==> src/rtl/iir_inverse_fir_folded.sv <==
// Folded 2nd-order inverse FIR: x[n] = y[n] - h1*y[n-1] - h2*y[n-2].
// One multiplier and one subtractor are time-shared across two phases per sample.
module iir_inverse_fir_folded #(
    parameter int N = 16
) (
    input  logic         clk,
    input  logic         rst,
    input  logic         clr,
    input  logic [N-1:0] h1,
    input  logic [N-1:0] h2,
    input  logic         in_valid,
    output logic         in_ready,
    input  logic [N-1:0] y_in,
    output logic         out_valid,
    output logic [N-1:0] x_out
);

    typedef enum logic [1:0] {
        S_IDLE = 2'd0,
        S_PH1  = 2'd1,
        S_PH2  = 2'd2
    } state_t;

    state_t       r_state;
    logic [N-1:0] r_y;
    logic [N-1:0] r_c1;
    logic [N-1:0] r_c2;
    logic [N-1:0] r_d1;
    logic [N-1:0] r_d2;
    logic [N-1:0] r_acc;
    logic [N-1:0] r_x;
    logic         r_out_valid;

    logic         w_accept;
    logic         w_is_ph1;
    logic [N-1:0] w_mul_a;
    logic [N-1:0] w_mul_b;
    logic [N-1:0] w_prod_lo;
    logic [N-1:0] w_minuend;
    logic [N-1:0] w_diff;

    assign w_is_ph1 = (r_state == S_PH1);
    assign in_ready = !w_is_ph1 && !clr;
    assign w_accept = in_valid && in_ready;

    // Shared datapath: PH1 forms y - c1*d1, PH2 forms acc - c2*d2.
    assign w_mul_a   = w_is_ph1 ? r_c1 : r_c2;
    assign w_mul_b   = w_is_ph1 ? r_d1 : r_d2;
    assign w_minuend = w_is_ph1 ? r_y  : r_acc;

    // Only the N LSBs of the signed 2N product are kept; those bits are identical
    // for signed and unsigned operands, so an N-bit multiply is bit-exact.
    assign w_prod_lo = w_mul_a * w_mul_b;
    assign w_diff    = w_minuend - w_prod_lo;

    always_ff @(posedge clk) begin
        if (rst) begin
            r_state     <= S_IDLE;
            r_y         <= '0;
            r_c1        <= '0;
            r_c2        <= '0;
            r_d1        <= '0;
            r_d2        <= '0;
            r_acc       <= '0;
            r_x         <= '0;
            r_out_valid <= 1'b0;
        end else if (clr) begin
            r_state     <= S_IDLE;
            r_d1        <= '0;
            r_d2        <= '0;
            r_acc       <= '0;
            r_out_valid <= 1'b0;
        end else begin
            r_out_valid <= 1'b0;
            case (r_state)
                S_IDLE: begin
                    if (w_accept) begin
                        r_y     <= y_in;
                        r_c1    <= h1;
                        r_c2    <= h2;
                        r_state <= S_PH1;
                    end
                end
                S_PH1: begin
                    r_acc   <= w_diff;
                    r_state <= S_PH2;
                end
                S_PH2: begin
                    r_x         <= w_diff;
                    r_out_valid <= 1'b1;
                    r_d2        <= r_d1;
                    r_d1        <= r_y;
                    if (w_accept) begin
                        r_y     <= y_in;
                        r_c1    <= h1;
                        r_c2    <= h2;
                        r_state <= S_PH1;
                    end else begin
                        r_state <= S_IDLE;
                    end
                end
                default: r_state <= S_IDLE;
            endcase
        end
    end

    assign out_valid = r_out_valid;
    assign x_out     = r_x;

endmodule

==> config.mk <==
export PLATFORM = sky130hd
export DESIGN_NAME = iir_inverse_fir_folded
export DESIGN_NICKNAME = d
export VERILOG_FILES = /design/src/rtl/iir_inverse_fir_folded.sv
export SDC_FILE = /design/constraint.sdc
export NUM_CORES = 1
export LEC_CHECK = 0
export CAP_MARGIN = 5
export CORE_MARGIN = 3
export CORE_UTILIZATION = 60
export CTS_CLUSTER_DIAMETER = 150
export DETAILED_ROUTE_END_ITERATION = 7
export PLACE_DENSITY = 0.84
export SYNTH_ARGS = -nofsm -noshare
export SYNTH_HDL_FRONTEND = slang
export SYNTH_SLANG_ARGS = --single-unit
==> constraint.sdc <==
create_clock -name clk -period 9 [get_ports clk]
set_clock_uncertainty 0.1 [all_clocks]
set_input_delay 1.8 -clock clk [delete_from_list [all_inputs] [get_ports clk]]
set_output_delay 1.8 -clock clk [all_outputs]
set_load 0.005 [all_outputs]
# After elaboration in Yosys (flattened, before gate mapping)
# Cells that the tools add are included.
[totals]
ff_bits = 115
latchBits = 0
ram_bits = 0
rom_bits = 0
inputBits = 52
output_inout_bits = 18
elab_cells = 31
n_memories = 0
[op_classes]
n_addsub = 1
multipliers = 1
n_div = 0
magnitude_cmp = 0
n_eq_ne = 3
n_shift = 0
n_mux = 7
bitwise = 1
n_reduce_logical = 9
[op_table]
columns = ["cell", "n"]
rows = [
  ["16-bit 2-to-1 mux", 3],
  ["16-bit by 16-bit multiplier with 16-bit output", 1],
  ["16-bit subtractor", 1],
  ["2-bit one-hot mux with 3 select lines", 1],
  ["2-bit OR reduction", 2],
  ["3-bit AND reduction", 1],
  ["2-bit by 1-bit == test with 1-bit output (second input constant)", 1],
  ["2-bit == test (second input constant)", 1],
  ["1-bit logical AND", 2],
  ["1-bit logical NOT", 2],
  ["2-bit logical NOT", 1],
  ["1-bit 2-to-1 mux", 2],
  ["2-bit 2-to-1 mux", 1],
  ["2-bit inequality test (second input constant)", 1],
  ["2-bit AND reduction", 1],
  ["1-bit inverter", 1],
]

# Logic depth before layout (Yosys ltp)
[logic_depth]
ltp_word = 6
mapped_depth = 28

# Worst setup path after synthesis
# No wires, ideal clock.
[synth_timing]
path_type = "register to register"
from = "register r_state[0]"
to = "register r_acc[15]"
arrival_time_ns = 6.143
required_time_ns = 8.814
setup_slack_ns = 2.671
stages_incl_launch_ff = 22
path_buffers = 3
synth_period_minus_slack_ns = 6.329
cell_sequence = "dfxtp_1 -> nor2b_1 -> buf_2 -> buf_1 -> clkbuf_1 -> mux2i_1 -> nor2_1 -> fa_1 -> fa_1 -> fa_1 -> fa_1 -> fa_1 -> fa_1 -> inv_1 -> ha_1 -> a21o_1 -> a21oi_1 -> a32oi_1 -> nor3_1 -> o21bai_1 -> xnor2_1 -> a211oi_1"
[synth_via]
elab_chain_len = 4
elab_cells_between_ends = 6
[synth_lines]
columns = ["element", "line", "source"]
rows = [
  ["start: declaration", "24", "state_t r_state;"],
  ["start signal: assignment", "58", "r_state <= S_IDLE;"],
  ["start signal: assignment", "68", "r_state <= S_IDLE;"],
  ["start signal: assignment", "81", "r_state <= S_PH1;"],
  ["2-bit by 1-bit == test with 1-bit output *", "42, 75", ""],
  ["16-bit 2-to-1 mux, on equally long branches", "47, 48", ""],
  ["16-bit by 16-bit multiplier with 16-bit output", "53", "assign w_prod_lo = w_mul_a * w_mul_b;"],
  ["16-bit subtractor", "54", "assign w_diff = w_minuend - w_prod_lo;"],
  ["end signal: assignment", "85", "r_acc <= w_diff;"],
  ["end: declaration", "30", "logic [N-1:0] r_acc;"],
]
# Every way passes the cells marked *; elsewhere a longest branch is shown, timed or not.
# A chain may end at the register's enable or synchronous reset.

# Worst setup path in the final report
[layout_timing]
from = "register r_state[1]"
to = "register r_acc[15]"
# Same word-level chain as after synthesis.

==> results.md <==
- Slew @ Worst Pin: 1160 ps
- Core Area: 14700 µm²
- Ratio of cells with drive above 1 in the final layout: 6.26%
- Crit path kind: flip-flop to flip-flop
- Port bufs: 69
- Setup TNS: 0 ps
- Skew-Pair Late Insertion Delay: 420 ps
- Outcome: complete, no violations
- Worst setup SP type: flip-flop
- Design Power: 1480 µW
- Internal: 1070 µW
- Layout Nets: 1352
- Cell Pwr Density: 141 nW/µm²
- Die X: 129 µm
- WL/cell: 17.8 µm
- FF-to-FF setup slack: 1650 ps
- Filler instances: 1072
- Storage cell area: 2300 µm²
- Peak supply drop: 0.140 mV
- Via Count: 7844
- I/O pin count: 70
- CTS tree: built
- Setup repair bufs after CTS: 0
- RSZ-0062 raised after global routing: no
- Vias in the first global route: 7860
- Synth Flop Type: dfxtp_1
- Combinational share of power: 16.8%
- Drt pass-1 iters: 5
- Syn_area_per_cell: 8.21 µm²
- Setup crit end kind: flip-flop
- Diodes inserted: 0
- H-tree depth: 4
- Largest net degree at the start of global routing: 70
- Worst setup startpoint: r_state[1]
- Clock root cell: clkbuf_16
- Worst-path maximum fanout: 35
- First-pass GRT wire length: 39000 µm
- Die H: 129 µm
- Critical Path Max Stage Delay: 980 ps
- Most frequent CP cell: fa_1
- Sequential share of the synthesized area: 25.3%
- Asr flop ratio synth: 0%
- Maxcap violations: 0
- Psw: 413 µW
- Setup violators final: 0
- Initial DRC count: 728
- Post-Route WL: 24000 µm
- Clk slew on worst S/H paths: 60 ps
- Max Buffers Root-to-Sink: 2
- Clk pwr share: 46.9%
- Cell depth of the worst flop-to-flop path: 18
- Final antenna-violating net count: 0
- PostCTS Resize Cnt: 0
- Starting density of the core: 61.9%
- Area taken by multi-input logic gates: 6140 µm²
- Hpwl dp: 18000 µm
- Netlist Area Pre-Place: 9100 µm²
- Leak: 0.00443 µW
- Congestion Overflow GR: 0
- Post-Synthesis Cells: 1109
- Via density: 5.81
- Area added between synthesis and finish: 15.4%
- Reg-to-Reg Start: r_state[1]
- Rows: 44
- Sw Ratio: 27.9%
- Count of cell types in the netlist: 47
- Worst path arrival time: 7510 ps
- Num CTS Buffers: 17
- Final worst path period need: 7350 ps
- Slowest-stage cell, CP: mux2i_1
- Setup crit end: r_acc[15]
- Critical path required time: 9160 ps
- Worst rel slew slack: 20.2%
- Gpl congestion: 0.953
- Die ar.: 16700 µm²
- Syn_nets: 1308
- Reg-to-Reg End: r_acc[15]
- Max Slew Vio Count: 0
- Min-delay worst type: flip-flop to flip-flop
- Tcrit/Tclk final: 81.6%
- YS warnings: 0
- DRC viols: 0
- Initial antenna violation count: 1
- Hold Buf Count CTS: 0
- Hold Fails Final Rpt: 0
- Gr usage total: 30.0%
- Worst path cell trace: nand2b_2 > mux2i_1 > nor2_1 > fa_1 > fa_1 > fa_1 > fa_1 > fa_1 > fa_1 > inv_1 > ha_1 > a21o_1 > a21oi_1 > a32oi_1 > nor3_1 > o21bai_1 > xnor2_1 > a211oi_1
- Yosys reg bits: 115
- Sequential power share: 36.3%
- F_max: 136 MHz
- Clk sink count: 115
- Post-synth EDFFs: 0
area by class of cell:
type,instances,share of cell area [%]
Clock buffer,18,4.18
Timing Repair Buffer,81,7.39
Tap cell,184,2.19
Multi-Input combinational cell,823,58.5
Inverter,115,4.11
Sequential cell,115,21.9
Clock inverter,14,1.69
cells in the final DEF (no fill, tap or decap), types with 2 or more instances in the layout:
master / synthesis / layout
nand2_1: 265 / 265
dfxtp_1: 115 / 115
inv_1: 114 / 114
a21oi_1: 107 / 107
nor2_1: 104 / 103
fa_1: 96 / 96
clkdlybuf4s50_1: 0 / 68
ha_1: 51 / 51
mux2i_1: 33 / 33
xnor2_1: 29 / 29
or2_2: 19 / 19
clkbuf_16: 0 / 17
a211oi_1: 13 / 13
o21ai_0: 13 / 13
xor2_1: 13 / 13
buf_4: 1 / 12
nand2b_1: 10 / 9
nand3_1: 8 / 8
and4b_1: 8 / 8
a21boi_0: 6 / 6
a21o_1: 6 / 6
a31oi_1: 6 / 6
xnor3_1: 4 / 4
clkinv_4: 0 / 4
clkinvlp_4: 0 / 4
o21bai_1: 3 / 3
nor3_1: 3 / 3
o21ai_1: 3 / 3
o21a_1: 3 / 3
bufinv_16: 0 / 3
o211ai_1: 2 / 2
o31ai_1: 2 / 2
nor2_2: 1 / 2
inv_6: 0 / 2
worst max-delay path, delay by kind of cell, from the launching register on:
| kind | cells | cell delay (ps) |
|---|---|---|
| adders and majority gates | 7 | 3420 |
| and+or+nand+nor | 3 | 1120 |
| xor gates and xnor gates | 1 | 220 |
| buffers and inverters | 1 | 50 |
| DFF | 1 | 550 |
| AOI/OAI and AO/OA | 5 | 700 |
| muxes | 1 | 980 |
cell usage after synthesis, types with 4 or more instances:
| library cell | number | area share [%] |
|---|---|---|
| nand2_1 | 265 | 11 |
| dfxtp_1 | 115 | 25 |
| inv_1 | 114 | 4.7 |
| a21oi_1 | 107 | 5.9 |
| nor2_1 | 104 | 4.3 |
| fa_1 | 96 | 21 |
| ha_1 | 51 | 7.0 |
| clkbuf_1 | 45 | 1.9 |
| mux2i_1 | 33 | 3.6 |
| xnor2_1 | 29 | 2.8 |
| or2_2 | 19 | 1.3 |
| a211oi_1 | 13 | 1.1 |
| o21ai_0 | 13 | 0.71 |
| xor2_1 | 13 | 1.3 |
| nand2b_1 | 10 | 0.69 |
| and4b_1 | 8 | 0.88 |
| nand3_1 | 8 | 0.44 |
| a21boi_0 | 6 | 0.49 |
| a21o_1 | 6 | 0.49 |
| a31oi_1 | 6 | 0.41 |
| buf_1 | 4 | 0.16 |
| xnor3_1 | 4 | 0.99 |
power by group through the flow:
stage	Combinational (µW)	Clock, µW	Sequential [µW]
floorplan	165	0	540
global placement	236	0	547
detailed placement	241	0	547
CTS	244	697	536
global route	270	717	538
finish	249	695	537
per-layer routing:
metal  vias to the layer above  wire length [µm]  track usage (%)
met4                         4              1190             16.1
met2                       352             11100             46.8
li1                       3613                 -                -
met3                        89              2010             8.29
met5                         -                25                0
met1                      3786              9670             38.2
worst min-delay path by stage:
stage	from	to	slack, ps	cells past startpoint
final	x_out[3]	x_out[3]	360	2
after global routing	x_out[1]	x_out[1]	380	2
after CTS	x_out[6]	x_out[6]	360	2
after detailed placement	x_out[6]	x_out[6]	350	2
after global placement	x_out[12]	x_out[12]	340	2
after floorplan	r_acc[11]	r_acc[11]	330	2
cell families (layout without fill, tap and decap cells):
kind of cell / count (synthesis) / count (layout) / share of synthesized area [%]
muxes: 35 / 35 / 4.03
AOI/OAI and AO/OA: 170 / 170 / 10.8
adders and majority gates: 147 / 147 / 28.1
DFF: 115 / 115 / 25.3
buffers and inverters: 171 / 228 / 7.38
and+or+nand+nor: 425 / 425 / 19.3
xor gates and xnor gates: 46 / 46 / 5.03
registers in the layout (all words and copies together), names as in the netlist:
signal and count:
out_valid 1, r_acc 16, r_c1 16, r_c2 16, r_d1 16, r_d2 16
r_state 2, r_y 16, x_out 16
through the flow:
| stage | cell area (µm²) | cells | util [%] | hold slack, ps | setup WS (ps) |
|---|---|---|---|---|---|
| finish | 10500 | 1350 | 71.4 | 356 | 1650 |
| global route | 10500 | 1350 | 71.4 | 384 | 1340 |
| CTS | 10500 | 1350 | 71.4 | 359 | 1690 |
| detailed placement | 9880 | 1318 | 67.2 | 349 | 1700 |
| global placement | 9880 | 1318 | 67.2 | 340 | 1970 |
| floorplan | 9100 | 1109 | - | 333 | 2670 |
(Power assumes the default switching activity.)
